==> src/rtl/run_sequencer_pkg.sv <==
// run_sequencer_pkg: shared state encoding, program base addresses and halt opcode
package run_sequencer_pkg;

    typedef enum logic [1:0] {S_IDLE, S_ARM, S_RUN, S_DONE} seq_state_t;

    // Instruction ROM start address of each stored program
    localparam logic [9:0] PROG_BASE [4] = '{10'h000, 10'h080, 10'h100, 10'h180};

    localparam logic [8:0] HALT_INST = 9'h1FF;

endpackage

==> src/rtl/run_cycle_counter.sv <==
// run_cycle_counter: 16-bit execution cycle counter with sync clear and enable
//   clk, rst : clock, sync active-high reset
//   clr      : zero the count (wins over en)
//   en       : count this cycle
//   count    : current count
module run_cycle_counter (
    input  logic        clk,
    input  logic        rst,
    input  logic        clr,
    input  logic        en,
    output logic [15:0] count
);

    always_ff @(posedge clk)
        if (rst || clr) count <= '0;
        else if (en)    count <= count + 16'd1;

endmodule

==> src/rtl/run_sequencer.sv <==
// run_sequencer: Start/Ack handshake to PC load/run control over a rotating program set
//   Clk, Reset   : clock, sync active-high reset
//   Start        : high arms a program, falling edge starts it
//   HaltInst     : current instruction is the halt opcode
//   PcLoad       : PC loads PcBase
//   PcBase       : start address of the selected program
//   Going        : PC may advance, fetched instruction valid
//   ProgIdx      : program armed/running (LUT-set select)
//   Ack, Timeout : run finished; finished on the cycle limit instead of a halt
//   CycleCount   : RUN cycles of the current or last run
module run_sequencer
    import run_sequencer_pkg::*;
#(
    parameter int          NUM_PROGS  = 3,
    parameter logic [15:0] MAX_CYCLES = 16'hFFFF
) (
    input  logic        Clk,
    input  logic        Reset,
    input  logic        Start,
    input  logic        HaltInst,
    output logic        PcLoad,
    output logic [9:0]  PcBase,
    output logic        Going,
    output logic [1:0]  ProgIdx,
    output logic        Ack,
    output logic        Timeout,
    output logic [15:0] CycleCount
);

    seq_state_t state, state_next;
    logic [1:0] next_prog;
    logic       at_limit, arm_entry, finish;

    // Start has top priority in every state, so a RUN abort and a re-arm from DONE share one path
    always_comb begin
        at_limit   = CycleCount == MAX_CYCLES - 16'd1;
        state_next = Start ? S_ARM :
                     state == S_ARM ? S_RUN :
                     (state == S_RUN && (HaltInst || at_limit)) ? S_DONE : state;
        arm_entry  = state_next == S_ARM && state != S_ARM;
        finish     = state == S_RUN && state_next == S_DONE;
    end

    always_ff @(posedge Clk)
        if (Reset) state <= S_IDLE;
        else       state <= state_next;

    always_ff @(posedge Clk)
        if (Reset) begin
            ProgIdx   <= '0;
            next_prog <= '0;
            Ack       <= 1'b0;
            Timeout   <= 1'b0;
        end else if (arm_entry) begin
            ProgIdx   <= next_prog;
            next_prog <= next_prog == 2'(NUM_PROGS - 1) ? 2'd0 : next_prog + 2'd1;
            Ack       <= 1'b0;
            Timeout   <= 1'b0;
        end else if (finish) begin
            Ack       <= 1'b1;
            Timeout   <= !HaltInst; // a halt on the limit cycle counts as a clean finish
        end

    // The halt/limit cycle itself is counted; an abort clears instead of counting
    run_cycle_counter u_counter (
        .clk   (Clk),
        .rst   (Reset),
        .clr   (arm_entry),
        .en    (state == S_RUN),
        .count (CycleCount)
    );

    assign Going  = state == S_RUN;
    assign PcLoad = state == S_ARM;
    assign PcBase = PROG_BASE[ProgIdx];

endmodule

==> config.mk <==
export PLATFORM = sky130hd
export DESIGN_NAME = run_sequencer
export DESIGN_NICKNAME = d
export VERILOG_FILES = /design/src/rtl/run_sequencer_pkg.sv /design/src/rtl/run_cycle_counter.sv /design/src/rtl/run_sequencer.sv
export SDC_FILE = /design/constraint.sdc
export NUM_CORES = 1
export LEC_CHECK = 0
export ABC_AREA = 1
export CAP_MARGIN = 20
export CORE_ASPECT_RATIO = 1.2
export CORE_MARGIN = 2
export CORE_UTILIZATION = 53
export CTS_BUF_LIST = sky130_fd_sc_hd__clkbuf_4
export CTS_CLUSTER_SIZE = 28
export DETAILED_ROUTE_END_ITERATION = 12
export GPL_TIMING_DRIVEN = 0
export PLACE_DENSITY_LB_ADDON = 0.25
export SYNTH_ARGS = -nofsm -noshare
export SYNTH_HDL_FRONTEND = slang
export SYNTH_HIERARCHICAL = 1
export SYNTH_SLANG_ARGS = --single-unit
==> constraint.sdc <==
create_clock -name Clk -period 2.29 [get_ports Clk]
set_clock_uncertainty 0.2 [all_clocks]
set_input_delay 0.5725 -clock Clk [delete_from_list [all_inputs] [get_ports Clk]]
set_output_delay 0.5725 -clock Clk [all_outputs]
set_load 0.1 [all_outputs]
==> results.tsv, run 1 <==
stage	metric	value	unit
outcome	status	completed	
die	die height	58.15	um
clock_network	Skew-Pair Late Insertion Delay	0.31	ns
grt	first-pass GRT wire length	4.968	mm
worst_setup_path	stages on the worst setup path	1	
sta	period utilisation layout	0.9482	
yosys	Ys Warns	6	
clock_network	Max clock buf depth	2	
placement	Routability Congestion	0.8548	
route	starting DRC count in detailed routing	26	
worst_setup_path	crit path to	CycleCount[0]	
pwr	combinational power share	0.235	
yosys	Mapped Avg Cell Area	7.000	um^2
sta	Rel. slew slack	0.6311	
die	die area	0.002857	mm^2
final_layout	synthesis-to-finish area growth	28.31	%
clock_network	CTS clk-pin slew, worst paths	0.13	ns
worst_setup_path	Crit path arrival time	1.40	ns
sta	FMAX	460.5	MHz
yosys	Seq cells post-synth	24	
worst_setup_path	critical path's largest stage delay	0.61	ns
clock_network	clk sinks	24	
die	Die X	49.13	um
worst_hold_path	worst hold-check path type	flip-flop to flip-flop	
worst_setup_path	Critical Path Start	u_counter/count[0]	
pwr	clock power share	0.232	
worst_setup_path	family with the most delay on the worst path	buffers and inverters	
clock_network	CTS tree	done	
clock_network	Post-CTS Setup Repair Bufs	0	
worst_setup_path	CP Launch Type	flip-flop	
grt	number of global-route vias before repair	1228	
pwr	Net Sw Frac	0.3464	
route	via count	1238	
worst_setup_path	crit path buf inv count	1	
yosys	synthesized instance count	185	
die	IO Count	36	
job	max-cap viol count	0	
worst_setup_path	Critical-path top delay cell	clkdlybuf4s15_2	
pwr	Internal Power	0.0005309	W
worst_setup_path	RR Endpoint	u_counter/count[13]	
final_layout	fin nets	229	
pwr	part of the power in registers	0.533	
grt	Tot GR Track Use	0.2211	
route	routed vias/inst	4.874	
route	DR DRC count	0	
worst_setup_path	CP Capture Type	primary output	
final_layout	number of diodes	0	
yosys	Synth cell types	25	
grt	grt ovf	0	
pwr	Switch Pwr	0.0002814	W
worst_setup_path	Critical R2R Launch	state[1]	
sta	# setup viols final	0	
route	final antenna-violating net count	0	
sta	RSZ-0062 raised after global routing	no	
worst_setup_path	crit-path max FO	7	
worst_setup_path	CP Data Required Time	1.52	ns
route	Initial DRT Pass Iterations	4	
pwr	Pleak	0.6502	nW
worst_setup_path	reg2reg setup slack	0.54	ns
worst_setup_path	Worst R2R Path Depth	9	
pwr	Pwr Density	488.9	mW/mm^2
yosys	Seq/Total Area, Yosys	0.3710	
route	wire per inst	11.13	um
placement	port bufs	27	
pwr	Max VDD drop	418.3	uV
sta	Slew @ Worst Pin	0.5560	ns
final_layout	layout cell share with drive strength beyond 1	0.2735	
clock_network	Root Buffer	clkbuf_4	
clock_network	cts bufs inserted	3	
sta	fin crit period	2.171	ns
final_layout	fillers	205	
worst_setup_path	type of the worst setup path	flip-flop to primary output	
pwr	Pwr Total	0.0008123	W
worst_setup_path	CP Cell Sequence	clkdlybuf4s15_2	
sta	Final Slew Violations	0	
grt	largest net degree at the start of global routing	14	
yosys	Synth Cell Area	0.001295	mm^2
die	core area	0.002306	mm^2
clock_network	htree depth	1	
sta	Hold Slack	0.2674	ns
die	# rows	19	
route	Total Wirelength	2.826	mm
grt	initial antenna violation count	0	
clock_network	Post-CTS Hold Buffers	0	
sta	Final Hold Vio Count	0	
placement	DP HPWL	2.192	mm
die	Initial Util	0.5616	
==> layout make-up <==
class                   instances  area (um^2)  area share
well taps                      31        38.79     0.02334
repair buffers                 27        275.3      0.1657
flip-flops and latches         24        480.5      0.2892
clock buffers                   3        22.52     0.01355
multi-input cells             132        660.6      0.3976
clock inverters                 1        3.754    0.002259
plain buffers                  11        86.33     0.05196
inverters                      25        93.84     0.05648
==> what timing repair did <==
item                       CTS  global route
setup endpoints to repair   24             5
pin swaps                    0             0
gates resized for setup     72             6
gates cloned                 0             0
==> cells in the final DEF (no fill, tap or decap), types with 4 or more instances in the layout <==
cell type        count
o21ai_0              4
nor2_4               4
dfxtp_1             24
conb_1               8
o21ai_1              6
nor3_1               4
nand3_1              8
clkdlybuf4s15_2     19
nor2_1              30
buf_4               10
nand2_2              4
inv_2                6
nand2_1             40
a21oi_1             11
inv_1               19
==> logic make-up after synthesis <==
logic type	after synthesis	synth area share
flip-flops	24	0.3710
buffers and inverters	36	0.1391
other	1	0.002896
AND/OR/NAND/NOR	98	0.3642
AO/OA/AOI/OAI	25	0.1130
adder cells (fa/ha/maj)	1	0.009660
==> worst min-delay path by stage <==
stage	from	to	slack, ns	depth (start not counted)
floorplan	state[0]	state[1]	0.27	2
global route	Timeout	Timeout	0.30	2
detailed placement	Timeout	Timeout	0.25	2
CTS	Timeout	Timeout	0.27	2
finish	Timeout	Timeout	0.27	2
global placement	Ack	Ack	0.23	2
==> synthesized netlist by cell type <==
library cell	instances	share of area
nand2_2	4	0.019
nand2_1	40	0.12
a21oi_1	11	0.043
nand2_4	1	0.0087
o21a_1	1	0.0058
ha_1	1	0.0097
nand4_1	2	0.0097
nor2_2	2	0.0097
a211oi_2	2	0.019
o21ai_1	6	0.023
nor3b_2	1	0.0097
a21oi_2	1	0.0068
nand3_2	1	0.0077
nor3_1	4	0.015
dfxtp_1	24	0.37
nor2_1	30	0.087
nor2_4	4	0.035
conb_1	1	0.0029
buf_6	1	0.0087
inv_1	19	0.055
nor2_8	1	0.015
o21ai_0	4	0.015
buf_4	10	0.058
nand3_1	8	0.031
inv_2	6	0.017
==> flip-flops by register name, indices dropped and copies added, names as in the netlist <==
signal           count
u_counter/count     16
ProgIdx              2
next_prog            2
state                2
Ack                  1
Timeout              1
==> layer usage <==
layer | share of wire | routed length (um) | global-route usage
met5 | 0 | 0 | 0
met4 | 0.0060 | 17 | 0.1020
met3 | 0.048 | 136 | 0.04124
met2 | 0.54 | 1525 | 0.4228
met1 | 0.41 | 1146 | 0.2315
==> power by group through the flow <==
stage,registers [W],logic [W],clock network (W)
3_5_place_dp,0.000442,0.000194,0
5_1_grt,0.000434,0.000200,0.000204
4_1_cts,0.000433,0.000192,0.000192
3_3_place_gp,0.000441,0.000191,0
2_1_floorplan,0.000465,0.000140,0
6_report,0.000433,0.000191,0.000189
==> stage by stage <==
step	worst slack [ns]	utilization	TNS [ns]	area (um^2)	instances
6_report	0.1187	0.7206	0	1662	254
5_1_grt	0.05730	0.7206	0	1662	254
4_1_cts	0.00001765	0.7282	0	1679	254
3_5_place_dp	-0.4019	0.7070	-1.345	1630	250
3_3_place_gp	-0.3717	0.7070	-1.162	1630	250
2_1_floorplan	0.08065	-	0	1321	192
Note: power is estimated with default switching activity, not from simulation.
==> inputs of run 2 (changes only) <==
--- a/config.mk
+++ b/config.mk
@@ -7,7 +7,6 @@
 export LEC_CHECK = 0
 export ABC_AREA = 1
 export CAP_MARGIN = 20
-export CORE_ASPECT_RATIO = 1.2
 export CORE_MARGIN = 2
 export CORE_UTILIZATION = 53
 export CTS_BUF_LIST = sky130_fd_sc_hd__clkbuf_4
==> results.tsv, run 2 (same netlist as run 1, synthesis figures left out) <==
stage	metric	value	unit
outcome	status	completed	
sta	Final Slew Violations	0	
worst_setup_path	Critical-path top delay cell	clkdlybuf4s15_1	
sta	FMAX	445.6	MHz
worst_setup_path	critical path's largest stage delay	0.82	ns
worst_setup_path	CP Data Required Time	1.52	ns
route	starting DRC count in detailed routing	28	
pwr	combinational power share	0.238	
die	core area	0.002255	mm^2
route	routed vias/inst	4.932	
pwr	Net Sw Frac	0.3410	
pwr	Switch Pwr	0.0002733	W
clock_network	cts bufs inserted	3	
placement	Routability Congestion	0.8527	
grt	initial antenna violation count	0	
route	Total Wirelength	2.755	mm
worst_setup_path	CP Launch Type	flip-flop	
sta	period utilisation layout	0.9800	
clock_network	CTS clk-pin slew, worst paths	0.12	ns
sta	Final Hold Vio Count	0	
final_layout	Most flops, register	u_counter/count	
pwr	Internal Power	0.0005281	W
die	die area	0.002855	mm^2
clock_network	htree depth	1	
sta	RSZ-0062 raised after global routing	no	
final_layout	most frequent cells in the layout	40 x nand2_1, 30 x nor2_1, 24 x dfxtp_1, 19 x inv_1, 18 x clkdlybuf4s15_2	
sta	Slew @ Worst Pin	0.9443	ns
die	# rows	17	
final_layout	commonest non-fill, non-tap cell in the layout	nand2_1	
final_layout	layout cell share with drive strength beyond 1	0.2658	
grt	grt ovf	0	
pwr	Pwr Density	483.4	mW/mm^2
route	final antenna-violating net count	0	
route	wire per inst	11.02	um
die	Initial Util	0.5744	
final_layout	Largest register FFs	16	
pwr	Pleak	0.6493	nW
clock_network	clk sinks	24	
grt	largest net degree at the start of global routing	13	
sta	Rel. slew slack	0.3729	
clock_network	CTS tree	done	
die	IO Count	36	
clock_network	Skew-Pair Late Insertion Delay	0.30	ns
final_layout	Util after Layout	0.7353	
sta	Hold Slack	0.2526	ns
worst_setup_path	family with the most delay on the worst path	buffers and inverters	
final_layout	number of diodes	0	
final_layout	fillers	202	
job	max-cap viol count	0	
final_layout	fin nets	229	
worst_setup_path	crit-path max FO	2	
grt	Tot GR Track Use	0.2188	
worst_setup_path	CP Capture Type	primary output	
pwr	Pwr Total	0.0008015	W
die	Die X	53.43	um
worst_hold_path	worst hold-check path type	flip-flop to flip-flop	
sta	# setup viols final	0	
route	via count	1233	
pwr	part of the power in registers	0.539	
pwr	Max VDD drop	397.4	uV
final_layout	synthesis-to-finish area growth	28.02	%
route	DR DRC count	0	
placement	DP HPWL	2.154	mm
grt	first-pass GRT wire length	4.602	mm
die	die height	53.43	um
worst_setup_path	type of the worst setup path	flip-flop to primary output	
clock_network	Post-CTS Setup Repair Bufs	0	
clock_network	Max clock buf depth	2	
clock_network	Root Buffer	clkbuf_4	
worst_setup_path	crit path buf inv count	1	
route	Initial DRT Pass Iterations	4	
grt	number of global-route vias before repair	1128	
worst_setup_path	Crit path arrival time	1.47	ns
placement	port bufs	27	
pwr	clock power share	0.222	
sta	fin crit period	2.244	ns
worst_setup_path	CP Cell Sequence	clkdlybuf4s15_1	
[run 2: cell types whose count changed in the layout (fill, tap and decap cells not counted), sizes merged]
| cell | before | now |
|---|---|---|
| clkbuf | 6 | 5 |
| clkdlybuf4s15 | 19 | 20 |
| clkinv | 1 | 0 |
[run 2: timing repair]
item,4_1_cts,5_1_grt
hold buffers,0,0
endpoints found under the setup margin,24,6
resized for setup,69,7
[run 2: metal layers]
metal  track usage  up-vias  share of wire
met5             0        -              0
met4       0.08974        0          0.014
met3       0.02825        4          0.048
met2        0.4115       29           0.51
met1        0.2414      564           0.43
li1              -      636              -
[run 2: worst paths after layout]
kind,slack [ns],endpoint,cells past startpoint,from
max,0.05,Timeout,1,Timeout
min,0.25,Ack,2,Ack
max reg2reg,0.57,u_counter/count[13],9,state[1]
min reg2reg,0.25,Ack,2,Ack
[run 2: power groups by stage]
| stage | Combinational [W] | Sequential, W | Clock (W) |
|---|---|---|---|
| finish | 0.000191 | 0.000432 | 0.000178 |
| detailed placement | 0.000193 | 0.000442 | 0 |
| global route | 0.000200 | 0.000433 | 0.000193 |
| global placement | 0.000191 | 0.000441 | 0 |
| CTS | 0.000191 | 0.000432 | 0.000184 |
| floorplan | 0.000140 | 0.000465 | 0 |
[run 2: tightest hold or removal path: stages (launching register included)]
cell and delay (ns):
dfxtp_1 0.33, inv_1 0.04, a21oi_1 0.05
[run 2: area by class of cell]
cell class	instances	area [um^2]	area share
Inverter	25	93.84	0.05660
Sequential cell	24	480.5	0.2898
Multi-Input combinational cell	132	660.6	0.3985
Buffer	11	86.33	0.05208
Timing Repair Buffer	27	279.0	0.1683
Tap cell	28	35.03	0.02113
Clock buffer	3	22.52	0.01358
[run 2: per-stage QoR]
| stage | instances | setup TNS (ns) | worst slack, ns | instance area [um^2] |
|---|---|---|---|---|
| 6_report | 250 | 0 | 0.04570 | 1658 |
| 5_1_grt | 250 | 0 | 0.009008 | 1658 |
| 4_1_cts | 250 | 0 | 0.004347 | 1668 |
| 3_5_place_dp | 247 | -1.342 | -0.3961 | 1627 |
| 3_3_place_gp | 247 | -1.149 | -0.3682 | 1627 |
| 2_1_floorplan | 192 | 0 | 0.08065 | 1321 |
